## src/rtl/seg_display_scanner_pkg.sv

```systemverilog
// Shared constants, types and helpers for the 4-digit 7-segment scan stage.
package seg_display_scanner_pkg;

    localparam int unsigned NUM_DIGITS = 4;
    localparam logic [NUM_DIGITS-1:0] SEL_ALL_OFF = 4'b1111;

    typedef logic [1:0] digit_idx_t;

    // Extract hex nibble idx from a 16-bit display word (digit 0 = bits 3:0).
    function automatic logic [3:0] get_nibble(input logic [15:0] word, input digit_idx_t idx);
        logic [15:0] shifted;
        shifted = word >> {idx, 2'b00};
        return shifted[3:0];
    endfunction

endpackage

```

## src/rtl/seg_display_scanner_tick_gen.sv

```systemverilog
// Slot counter and digit index for the display scan; flags the frame wrap edge.
module scan_tick_gen
    import seg_display_scanner_pkg::*;
#(
    parameter int unsigned REFRESH_DIV = 100000,
    parameter int unsigned CW          = (REFRESH_DIV > 1) ? $clog2(REFRESH_DIV) : 1
) (
    input  logic          clk_i,
    input  logic          rst_i,
    output logic [CW-1:0] cnt_o,
    output digit_idx_t    digit_o,
    output logic          frame_start_o,
    output logic          wrap_o
);

    localparam logic [CW-1:0] LastCnt = CW'(REFRESH_DIV - 1);

    logic [CW-1:0] cnt_q, cnt_d;
    digit_idx_t    digit_q, digit_d;
    logic          slot_end;

    // Next-state: count cycles within a slot, advance digit on each slot wrap.
    always_comb begin
        slot_end = (cnt_q == LastCnt);
        cnt_d    = slot_end ? '0 : cnt_q + 1'b1;
        digit_d  = slot_end ? digit_q + 2'd1 : digit_q;
    end

    // State registers with synchronous reset.
    always_ff @(posedge clk_i) begin
        if (rst_i) begin
            cnt_q   <= '0;
            digit_q <= '0;
        end else begin
            cnt_q   <= cnt_d;
            digit_q <= digit_d;
        end
    end

    assign cnt_o         = cnt_q;
    assign digit_o       = digit_q;
    assign frame_start_o = (digit_q == 2'd0) && (cnt_q == '0);
    // High when the coming edge enters slot 0 of a new frame.
    assign wrap_o        = slot_end && (digit_q == 2'd3);

endmodule

```

## src/rtl/seg_display_scanner.sv

```systemverilog
// Time-multiplexed scan of a 16-bit word onto 4 digits, with frame-aligned
// double buffering, leading-zero blanking and an anode-off guard interval.
module seg_display_scanner
    import seg_display_scanner_pkg::*;
#(
    parameter int unsigned REFRESH_DIV = 100000,
    parameter int unsigned GUARD       = 16
) (
    input  logic        clk_i,
    input  logic        rst_i,
    input  logic        load_i,
    input  logic [15:0] value_i,
    input  logic        blank_lz_i,
    output logic [3:0]  digit_value_o,
    output logic [3:0]  digit_sel_o,
    output logic        frame_o,
    output logic        pending_o
);

    localparam int unsigned CW = (REFRESH_DIV > 1) ? $clog2(REFRESH_DIV) : 1;
    localparam logic [CW-1:0] GuardCnt = CW'(GUARD);

    logic [CW-1:0] cnt;
    digit_idx_t    digit;
    logic          frame_start;
    logic          wrap;

    scan_tick_gen #(
        .REFRESH_DIV (REFRESH_DIV),
        .CW          (CW)
    ) u_tick (
        .clk_i         (clk_i),
        .rst_i         (rst_i),
        .cnt_o         (cnt),
        .digit_o       (digit),
        .frame_start_o (frame_start),
        .wrap_o        (wrap)
    );

    logic [15:0] shadow_q, shadow_d;
    logic [15:0] disp_q, disp_d;
    logic        pending_q, pending_d;
    logic [3:0]  value_q, value_d;
    logic [3:0]  sel_q, sel_d;
    logic        frame_q;
    logic        blank;
    logic [15:0] upper;

    // Shadow/display buffering; a load on the wrap edge bypasses to disp.
    always_comb begin
        shadow_d  = shadow_q;
        disp_d    = disp_q;
        pending_d = pending_q;
        if (load_i) begin
            shadow_d  = value_i;
            pending_d = 1'b1;
        end
        if (wrap && (load_i || pending_q)) begin
            disp_d    = load_i ? value_i : shadow_q;
            pending_d = 1'b0;
        end
    end

    // Output decode for the current slot; registered below so outputs lag state by one cycle.
    always_comb begin
        upper   = disp_q >> {digit, 2'b00};
        blank   = blank_lz_i && (digit != 2'd0) && (upper == '0);
        value_d = get_nibble(disp_q, digit);
        if ((cnt >= GuardCnt) && !blank) begin
            sel_d = ~(4'b0001 << digit);
        end else begin
            sel_d = SEL_ALL_OFF;
        end
    end

    // Buffer and output registers with synchronous reset.
    always_ff @(posedge clk_i) begin
        if (rst_i) begin
            shadow_q  <= '0;
            disp_q    <= '0;
            pending_q <= 1'b0;
            value_q   <= '0;
            sel_q     <= SEL_ALL_OFF;
            frame_q   <= 1'b0;
        end else begin
            shadow_q  <= shadow_d;
            disp_q    <= disp_d;
            pending_q <= pending_d;
            value_q   <= value_d;
            sel_q     <= sel_d;
            frame_q   <= frame_start;
        end
    end

    assign digit_value_o = value_q;
    assign digit_sel_o   = sel_q;
    assign frame_o       = frame_q;
    assign pending_o     = pending_q;

endmodule

```

## config.mk

```make
export PLATFORM = sky130hd
export DESIGN_NAME = seg_display_scanner
export DESIGN_NICKNAME = d
export VERILOG_FILES = /design/src/rtl/seg_display_scanner_pkg.sv /design/src/rtl/seg_display_scanner_tick_gen.sv /design/src/rtl/seg_display_scanner.sv
export SDC_FILE = /design/constraint.sdc
export NUM_CORES = 1
export LEC_CHECK = 0
export ABC_AREA = 1
export BUFFER_PORTS_ARGS = -buffer_cell sky130_fd_sc_hd__buf_2
export CORE_MARGIN = 2
export CORE_UTILIZATION = 40
export CTS_CLUSTER_DIAMETER = 200
export CTS_CLUSTER_SIZE = 24
export DETAILED_ROUTE_END_ITERATION = 6
export GPL_TIMING_DRIVEN = 0
export MAX_ROUTING_LAYER = met4
export PLACE_DENSITY = 0.62
export SYNTH_ARGS = -nofsm -noshare
export SYNTH_HDL_FRONTEND = slang
export SYNTH_SLANG_ARGS = --single-unit
```

## constraint.sdc

```tcl
create_clock -name clk_i -period 3.1 [get_ports clk_i]
set_input_delay 0.62 -clock clk_i [delete_from_list [all_inputs] [get_ports clk_i]]
set_output_delay 0.62 -clock clk_i [all_outputs]
set_load 0.02 [all_outputs]
```

======== Word-level counts from Yosys, hierarchy flattened ========
Index checks and enable logic that the tools add are counted.
storage, ports and cells
  output and inout port bits .............. 10
  logic and storage cells ................. 33
  flip-flop bits (word level) ............. 61
operators by class
  multiplexer cells ....................... 1
  magnitude comparators ................... 1
  shift-type cells ........................ 2
  $add $sub $neg .......................... 2
  reductions and logical operators ........ 15
  equal/unequal tests ..................... 2
  bitwise operators ....................... 2
operators with widths
  operator               count
  $add 17x1->17 const B  1
  $eq 17x17->1 const B   1
  $ge 17x5->1 const B    1
  $logic_not 17->1       1
  $logic_not 16->1       1
  $mux 16                1
  $shr 16x4->16          1
  $logic_and 1x1->1      6
  $reduce_or 2->1        3
  $not 4->4              1
  $shl 1x2->4 const A    1
  $add 2x1->2 const B    1
  $eq 2x2->1 const B     1
  $logic_not 2->1        1
  $reduce_bool 2->1      1
  $logic_not 1->1        1
  $logic_or 1x1->1       1
  $not 1->1              1

======== Depth between registers and ports, before layout ========
Gate-level depths: netlist of the first run.
  word-level depth ........................ 7
  mapped depth ............................ 9
  depth with buffers taken out ............ 9

======== By module ========
A second synthesis of the first run with hierarchy kept.
second synthesis, totals
  cell total of the unflattened synthesis .. 358
  area, all modules ....................... 2755.1 sq um
modules (own cells, without submodules)
  module               area an instance (sq um)  instances  seq. area each (sq um)  cells an instance
  seg_display_scanner  1704.1                    1          840.8                   206
  scan_tick_gen        1051.0                    1          380.4                   152

======== Least setup slack after synthesis of the first run ========
OpenSTA, ideal clock, no wires.
  path type ............................... input to register
  start ................................... in load_i
  end ..................................... reg disp_q[10]
  library setup time ...................... 110 ps
  cell stages on the path ................. 8
  path buffers ............................ 3
  slack ................................... 1408 ps
  arrival time ............................ 1582 ps
  required time ........................... 2990 ps
  path through ............................ buf_4 -> or2_2 -> buf_4 -> nand4_4 -> buf_6 -> nand2_1 -> inv_1 -> nor2_1
on the way
  word-level cells in the longest chain between the ends .. 2
  elaborated cells between the ends (all ways) .. 3
  classes of those cells .................. mux (1); reduce/logical (2)
RTL lines
  what                    RTL line                   RTL
  start: declaration      seg_display_scanner.sv:11  input logic load_i,
  $logic_or 1x1->1        seg_display_scanner.sv:58  if (wrap && (load_i || pending_q)) begin
  $logic_and 1x1->1       seg_display_scanner.sv:58
  end signal: assignment  seg_display_scanner.sv:87  disp_q <= disp_d;
  end: declaration        seg_display_scanner.sv:41  logic [15:0] disp_q, disp_d;
Parallel ways exist; a longest one is shown, timed or not.
A chain may end at the register's enable or synchronous reset.

======== Worst setup path after layout of the first run ========
  start ................................... reg u_tick.digit_q[1] (netlist: u_tick.digit_o[1])
  end ..................................... reg disp_q[9]
on the way
  word-level cells in the longest chain between the ends .. 3
RTL lines
  what                      RTL line                            RTL
  start: declaration        seg_display_scanner_tick_gen.sv:19  digit_idx_t digit_q, digit_d;
  start signal: assignment  seg_display_scanner_tick_gen.sv:36  digit_q <= digit_d;
  $eq 2x2->1                seg_display_scanner_tick_gen.sv:44  assign wrap_o = slot_end && (digit_q == 2'd3);
  $logic_and 1x1->1         seg_display_scanner_tick_gen.sv:44
  $logic_and 1x1->1         seg_display_scanner.sv:58
No other way between the ends.

==> results_dict.tcl, run 1 <==
set metrics [dict create \
    antenna_found_initial 0 \
    synth.distinct_cells 30 \
    antennaDiodeCount 0 \
    cp-start-kind "flip-flop" \
    avgSynthCellArea_um2 7.43 \
    fin_util_pct 48.3 \
    cts_tree "built" \
    viasPerCell 4.63 \
    p_leak_uw 0.00144 \
    netlist_instances 385 \
    post-cts-setup-buffers 0 \
    fin_crit_ns 1.84 \
    cp-end-kind "flip-flop" \
    synth_area_um2 2860 \
    peakVddDrop_mv 0.280 \
    row_count 30 \
    worst_skew_pair.late_latency_ns 0.34 \
    fin_tns_setup_ns 0 \
    setup_viol 0 \
    grt_setup_unrepaired "false" \
    final_nets 450 \
    yosysTopAreaCellShare_pct 42.7 \
    core_area_um2 6870 \
    grt_max_degree 13 \
    initial_utilization_pct 41.6 \
    crit_chain "ha_1, clkbuf_2, clkbuf_1, nand4_1, nand2_1, nor2_1" \
    yosys.area.top_type "dfxtp_1" \
    drt_iter0_markers 119 \
    place_hpwl_um 4410 \
    firstDrtPassIters 4 \
    dieArea_um2 7840 \
    grt_pass1_vias 2334 \
    ant_nets 0 \
    p_per_area_nw_per_um2 481 \
    hold_path_class "reg -> reg" \
    drv_cap 0 \
    gp_routability_congestion 0.872 \
    die_w_um 88.5 \
    crit_required_ns 3.34 \
    port_buffers 28 \
    dr_total_vias 2429 \
    postCtsHoldBufs 0 \
    crit_path_max_fanout 10 \
    max_stage_delay_ns 0.52 \
    cts-htree-levels 3 \
    syn_to_final_growth_pct 16.1 \
    cts_made_buffers 9 \
    die_y_um 88.5 \
    grt_first_pass_wirelength_um 10400 \
    io_pins 30 \
    period_share_pct 59.3 \
    report.final.hold_viol_count 0 \
    overflow 0 \
    cts_buffer_depth 2 \
    relSlewSlack_pct 62.6 \
    outcome "completed" \
    final_cell_mix "nand2_1 (70), nor2_1 (64), dfxtp_1 (61)" \
    post-route-drc-count 0 \
    clock.fmax_ghz 0.544 \
    tightest_slew_ns 0.561 \
    syn-num-nets 411 \
    fillers 686 \
    grtUsageTotal_pct 18.0 \
    synth_top_cells_by_area "dfxtp_1 (43%), nand2_1 (9.2%), nor2_1 (8.4%)" \
    path_class "reg -> reg" \
    finClkSkew_ns 0.00780 \
    yosysWarnings 0 \
    clk_pin_slew_worst_paths_ns 0.07 \
    ctsResizeCount 0 \
    worst_path_max_delay_cell "dfxtp_1" \
    final_common_cell "nand2_1" \
    cts.sinks 61 \
    crit_arrival_ns 2.08 \
    wl_per_cell_um 11.3 \
    slew_violations 0 \
    finalWirelength_um 5960 \
    cts_root_buf "clkbuf_8" \
    yosysSeqAreaShare_pct 42.7 \
    ys_seq_elements 61 \
    drive_gt1_share_pct 15.9 \
]
==> final timing paths <==
check,start,to,slack (ns),cells past startpoint
setup / recovery,u_tick.digit_o[1],disp_q[9],1.26,6
hold / removal,u_tick.cnt_o[0],u_tick.cnt_o[0],0.47,1
setup reg to reg,u_tick.digit_o[1],disp_q[9],1.26,6
hold reg to reg,u_tick.cnt_o[0],u_tick.cnt_o[0],0.47,1
==> where the power goes <==
part | switching [uW] | internal (uW) | leakage, uW | total, uW
sequential | 6.70 | 801 | 0.000496 | 808
clock | 328 | 373 | 0.0000954 | 701
combinational | 50.4 | 35.9 | 0.000850 | 86.3
total | 386 | 1210 | 0.00144 | 1600
==> critical path, delay by kind of cell, from the launching register on <==
family	cells	cell delay, ns
AND/OR/NAND/NOR	3	0.32
buffers and inverters	2	0.69
adder cells (fa/ha/maj)	1	0.21
flip-flops	1	0.52
==> synth_stat cells (all sizes together) <==
| cell | count |
|---|---|
| xor2 | 5 |
| nand3b | 1 |
| or2 | 1 |
| inv | 58 |
| nand4 | 25 |
| mux2i | 16 |
| nand3 | 22 |
| nor3 | 4 |
| nor3b | 1 |
| buf | 8 |
| nor2 | 67 |
| dfxtp | 61 |
| clkbuf | 6 |
| ha | 6 |
| o21ai | 11 |
| o211ai | 2 |
| nand2 | 76 |
| a21oi | 14 |
| a31oi | 1 |
==> through the flow <==
step	hold slack (ns)	std cells	setup slack (ns)	cell area [um2]	power (uW)
3_5_place_dp	0.460	509	1.30	3120	913
5_1_grt	0.488	525	1.14	3320	1660
2_1_floorplan	0.430	385	1.41	2860	884
4_1_cts	0.477	525	1.28	3320	1620
3_3_place_gp	0.446	509	1.30	3120	911
6_report	0.469	525	1.26	3320	1600
==> cell families after synthesis <==
logic type / synth area share (%)
simple gates: 31.8
buf+inv: 10.6
flops: 42.7
compound gates: 5.12
mux: 5.60
fa+ha+maj: 2.63
xor+xnor: 1.53
==> per-layer routing <==
| metal | GRT usage [%] | part of all wire [%] |
|---|---|---|
| met4 | 8.95 | 2.8 |
| met5 | - | 0 |
| met3 | 5.41 | 5.0 |
| met1 | 21.9 | 47 |
| met2 | 27.2 | 45 |
==> final cells by class <==
class,instances,area (um2),area share [%]
plain buffers,14,86.3,2.60
clock buffers,9,124,3.73
clock inverters,7,76.3,2.30
inverters,58,218,6.56
multi-input cells,252,1330,40.2
flip-flops and latches,61,1220,36.8
well taps,96,120,3.62
repair buffers,28,140,4.22
==> registers in the layout (all words and copies together), names as in the netlist <==
signal / cells
u_tick.cnt_o: 17
frame_o: 1
u_tick.digit_o: 2
shadow_q: 16
digit_value_o: 4
pending_o: 1
disp_q: 16
digit_sel_o: 4
Note: power is estimated with default switching activity, not from simulation.
==> run 2, diff against run 1 <==
--- a/config.mk
+++ b/config.mk
@@ -14,7 +14,7 @@
 export DETAILED_ROUTE_END_ITERATION = 6
 export GPL_TIMING_DRIVEN = 0
 export MAX_ROUTING_LAYER = met4
-export PLACE_DENSITY = 0.62
+export PLACE_DENSITY = 0.64
 export SYNTH_ARGS = -nofsm -noshare
 export SYNTH_HDL_FRONTEND = slang
 export SYNTH_SLANG_ARGS = --single-unit
==> constraint.sdc (replaced) <==
create_clock -name clk_i -period 1.6 [get_ports clk_i]
set_input_delay 0.32 -clock clk_i [delete_from_list [all_inputs] [get_ports clk_i]]
set_output_delay 0.32 -clock clk_i [all_outputs]
set_load 0.02 [all_outputs]
==> results_dict.tcl, run 2 (synthesis gave the netlist of run 1 again) <==
set metrics [dict create \
    p_per_area_nw_per_um2 952 \
    core_area_um2 6870 \
    r2r_start "u_tick.cnt_o[14]" \
    outcome "completed" \
    drive_gt1_share_pct 19.7 \
    peakVddDrop_mv 0.564 \
    cp-start-kind "flip-flop" \
    r2r_slack_ns 0.12 \
    report.final.hold_viol_count 0 \
    cpLargestDelayFamily "simple AND/OR/NAND/NOR gates" \
    ant_nets 0 \
    drv_cap 0 \
    finalWirelength_um 6180 \
    crit_chain "inv_1, nand3_1, nor2_1, nand2_1, nor2_4, buf_6, nand4_1, nand2_1, nor2_1" \
    die_w_um 88.5 \
    hold_path_class "in -> reg" \
    dr_total_vias 2442 \
    worst_path_max_delay_cell "dfxtp_1" \
    postCtsHoldBufs 0 \
    syn_to_final_growth_pct 20.6 \
    die_y_um 88.5 \
    gp_routability_congestion 0.889 \
    grt_setup_unrepaired "false" \
    crit_arrival_ns 1.73 \
    setup_ws_ns 0.115 \
    cts_tree "built" \
    whs_endpoint "shadow_q[14]" \
    final_nets 458 \
    max_stage_delay_ns 0.33 \
    fillers 685 \
    grtUsageTotal_pct 18.1 \
    port_buffers 28 \
    row_count 30 \
    initial_utilization_pct 41.6 \
    overflow 0 \
    cts_buffer_depth 2 \
    crit_required_ns 1.85 \
    firstDrtPassIters 4 \
    place_hpwl_um 4470 \
    drt_iter0_markers 97 \
    cts.sinks 61 \
    dieArea_um2 7840 \
    rr_endpoint "disp_q[9]" \
    antenna_found_initial 0 \
    slew_violations 0 \
    antennaDiodeCount 0 \
    setup_viol 0 \
    relSlewSlack_pct 62.8 \
    grt_max_degree 12 \
    hp-start "value_i[14]" \
    viasPerCell 4.58 \
    pre_cts_slack_ns -0.205 \
    path_buf_inv 2 \
    cts-htree-levels 3 \
    largest_reg_flops 17 \
    clock.fmax_ghz 0.674 \
    period_share_pct 92.8 \
    wl_per_cell_um 11.6 \
    multi_input_area_um2 1360 \
    post-route-drc-count 0 \
    tightest_slew_ns 0.558 \
    cp-end-kind "flip-flop" \
    finClkSkew_ns 0.00750 \
    cts_root_buf "clkbuf_8" \
    stdcell_count 533 \
    clk_pin_slew_worst_paths_ns 0.07 \
    worst_skew_pair.late_latency_ns 0.35 \
    placed_cells 509 \
    worst-path-stages 9 \
    fin_tns_setup_ns 0 \
    holdWs_ns 0.234 \
    final_common_cell "nand2_1" \
    cts_made_buffers 9 \
    io_pins 30 \
    fin_crit_ns 1.48 \
    seqCellArea_um2 1230 \
    grt_first_pass_wirelength_um 10600 \
    final_cell_mix "nand2_1 (69), nor2_1 (64), dfxtp_1 (57)" \
    ff2ff_path_depth 9 \
    crit_path_max_fanout 10 \
    grt_pass1_vias 2307 \
    path_class "reg -> reg" \
    p_leak_uw 0.00150 \
    whs_path_depth 3 \
    finalPower_uw 3280 \
]
[run 2: changes by cell type in the layout (fill, tap and decap cells not counted), sizes merged]
cell	delta
clkbuf	+1
clkinv	-1
bufinv	+1
buf	+8
inv	-1
[run 2: timing repair]
action                     4_1_cts  5_1_grt
resized for setup                8        7
pin swaps                        1        4
setup endpoints to repair       25       31
setup buffers                    2        6
[run 2: worst reg2reg max path: stages (launching register included)]
cell and delay (ns):
dfxtp_1 0.33, inv_1 0.10, nand3_1 0.17, nor2_1 0.14
nand2_1 0.09, nor2_4 0.15, buf_6 0.16, nand4_1 0.10
nand2_1 0.08, nor2_1 0.05
[run 2: metal layers]
metal  part of all wire (%)  track usage [%]
met1                     48             22.7
met2                     47             27.8
met3                    4.0             5.22
met4                    1.7             6.61
met5                      0                -
[run 2: final cells by class]
class / instances / share of cell area (%)
Clock buffer: 10 / 3.99
Multi-Input combinational cell: 252 / 39.4
Timing Repair Buffer: 36 / 5.81
Clock inverter: 6 / 2.50
Inverter: 58 / 6.42
Tap cell: 96 / 3.48
Sequential cell: 61 / 35.7
Buffer: 14 / 2.65
[run 2: how the worst max path moves through the flow]
stage | to | from
2_1_floorplan | u_tick.cnt_o[13] | u_tick.cnt_o[0]
3_3_place_gp | disp_q[9] | u_tick.digit_o[1]
3_5_place_dp | disp_q[9] | u_tick.digit_o[1]
4_1_cts | disp_q[9] | u_tick.cnt_o[1]
5_1_grt | disp_q[8] | u_tick.cnt_o[14]
6_report | disp_q[9] | u_tick.cnt_o[14]
[run 2: power breakdown]
group / switching (uW) / internal [uW] / leakage [uW]
logic: 99.2 / 70.6 / 0.000888
registers: 14.4 / 1550 / 0.000498
clock network: 631 / 916 / 0.000112
[run 2: through the flow]
step,instance area [um2],utilization [%]
after floorplan,2860,-
after global placement,3120,45.4
after detailed placement,3120,45.4
after CTS,3380,49.2
after global routing,3450,50.2
final,3450,50.2
==> run 3, diff against run 2 <==
==> constraint.sdc (replaced) <==
create_clock -name clk_i -period 1.25 [get_ports clk_i]
set_input_delay 0.25 -clock clk_i [delete_from_list [all_inputs] [get_ports clk_i]]
set_output_delay 0.25 -clock clk_i [all_outputs]
set_load 0.02 [all_outputs]
==> results_dict.tcl, run 3 (synthesis gave the netlist of run 1 again) <==
set metrics [dict create \
    outcome "finished, violations left" \
    post-route-drc-count 0 \
    initial_utilization_pct 41.6 \
    cts_root_buf "clkbuf_8" \
    gp_routability_congestion 0.865 \
    cts_tree "built" \
    postCtsHoldBufs 0 \
    grt_max_degree 11 \
    p_sw_uw 928 \
    io_pins 30 \
    grt_setup_unrepaired "true" \
    ant_nets 0 \
    overflow 0 \
    power.share.clock_pct 46.7 \
    path_class "reg -> reg" \
    worst_path_max_delay_cell "dfxtp_2" \
    r2r_start "u_tick.cnt_o[12]" \
    intPower_uw 3330 \
    max_stage_delay_ns 0.35 \
    finClkSkew_ns 0.00638 \
    largest_reg_flops 17 \
    cpLargestDelayFamily "simple AND/OR/NAND/NOR gates" \
    fin_tns_setup_ns -4.83 \
    pre_cts_slack_ns -0.291 \
    crit_arrival_ns 1.71 \
    drv_cap 0 \
    p_comb_share_pct 6.2 \
    port_buffers 28 \
    setup_ws_ns -0.179 \
    crit_required_ns 1.53 \
    final_common_cell "nand2_1" \
    firstDrtPassIters 4 \
    hp-start "value_i[3]" \
    cts-htree-levels 3 \
    crit_chain "nor2_4, nand2_2, nor3_4, nand4_4, buf_6, nand2_1, inv_1, nor2_1" \
    finalPower_uw 4260 \
    die_w_um 88.5 \
    peakVddDrop_mv 0.593 \
    grt_first_pass_wirelength_um 11600 \
    met2_usage_pct 31.6 \
    grtUsageTotal_pct 20.0 \
    cp-end-kind "flip-flop" \
    antenna_found_initial 0 \
    period_share_pct 114 \
    dieArea_um2 7840 \
    cts_buffer_depth 2 \
    met1_usage_pct 24.4 \
    cts_made_buffers 9 \
    syn_to_final_growth_pct 37.5 \
    use_met3_pct 6.44 \
    path_buf_inv 2 \
    viasPerCell 4.78 \
    hold_path_class "in -> reg" \
    drive_gt1_share_pct 38.5 \
    fin_crit_ns 1.43 \
    violations "negative setup slack" \
    relSlewSlack_pct 62.3 \
    cts.sinks 61 \
    p_per_area_nw_per_um2 1080 \
    p_leak_uw 0.00168 \
    report.final.hold_viol_count 0 \
    worstSetupStartpoint "u_tick.cnt_o[12]" \
    fin_util_pct 57.2 \
    dr_total_vias 2634 \
    crit_path_max_fanout 5 \
    tightest_slew_ns 0.566 \
    final_nets 476 \
    wl_per_cell_um 12.7 \
    worst_skew_pair.late_latency_ns 0.34 \
    clock.fmax_ghz 0.700 \
    clk_pin_slew_worst_paths_ns 0.07 \
    p_sw_share_pct 21.8 \
    setup_viol 40 \
    drt_iter0_markers 94 \
    busiest_layer "met2" \
    place_hpwl_um 4520 \
    final_cell_mix "nand2_1 (54), nor2_1 (52), dfxtp_1 (47)" \
    die_y_um 88.5 \
    antennaDiodeCount 0 \
    core_area_um2 6870 \
    grt_pass1_vias 2548 \
    seqPwrFrac_pct 47.1 \
    slew_violations 0 \
    finalWirelength_um 7010 \
    row_count 30 \
    cp-start-kind "flip-flop" \
]
run 3: cell type report:
class                           count  area [um2]
Clock inverter                      4        70.1
Fill cell                         635        2940
Multi-Input combinational cell    252        1610
Timing Repair Buffer               54         390
Inverter                           58         228
Buffer                             14         114
Sequential cell                    61        1250
Tap cell                           96         120
Clock buffer                       12         155
run 3: metrics by stage:
stage | std cells | hold slack (ns) | area, um2
after floorplan | 385 | 0.416 | 2920
after global placement | 509 | 0.445 | 3180
after detailed placement | 509 | 0.462 | 3180
after CTS | 545 | 0.159 | 3740
after global routing | 551 | 0.163 | 3930
final | 551 | 0.163 | 3930
run 3: worst paths after layout:
| kind | to | slack (ns) | cells after the start |
|---|---|---|---|
| setup / recovery | disp_q[8] | -0.18 | 8 |
| hold / removal | shadow_q[3] | 0.16 | 3 |
| setup reg to reg | disp_q[8] | -0.18 | 8 |
| hold reg to reg | shadow_q[3] | 0.49 | 2 |
run 3: power groups by stage:
stage	Clock (uW)	Sequential [uW]	Combinational [uW]
after floorplan	0	2060	147
after global placement	0	2050	220
after detailed placement	0	2050	223
after CTS	2020	2000	249
after global routing	2120	2000	298
final	1990	2000	265
run 3: what timing repair did:
item / in CTS / in global routing
pin swaps: 29 / 17
cloned: 2 / 1
endpoints found under the setup margin: 41 / 41
gates resized for setup: 58 / 54
setup buffers: 18 / 5
run 3: metal layers:
layer  routed length (um)  up-vias
met1                 3220     1216
li1                     -     1352
met2                 3390       59
met3                  334        7
met4                   67        0
met5                    0        -
run 3: tightest hold or removal path: cells and delay by family:
| kind | cells | cell delay [ns] |
|---|---|---|
| buffers and inverters | 1 | 0.08 |
| and+or+nand+nor | 1 | 0.08 |
| muxes | 1 | 0.07 |
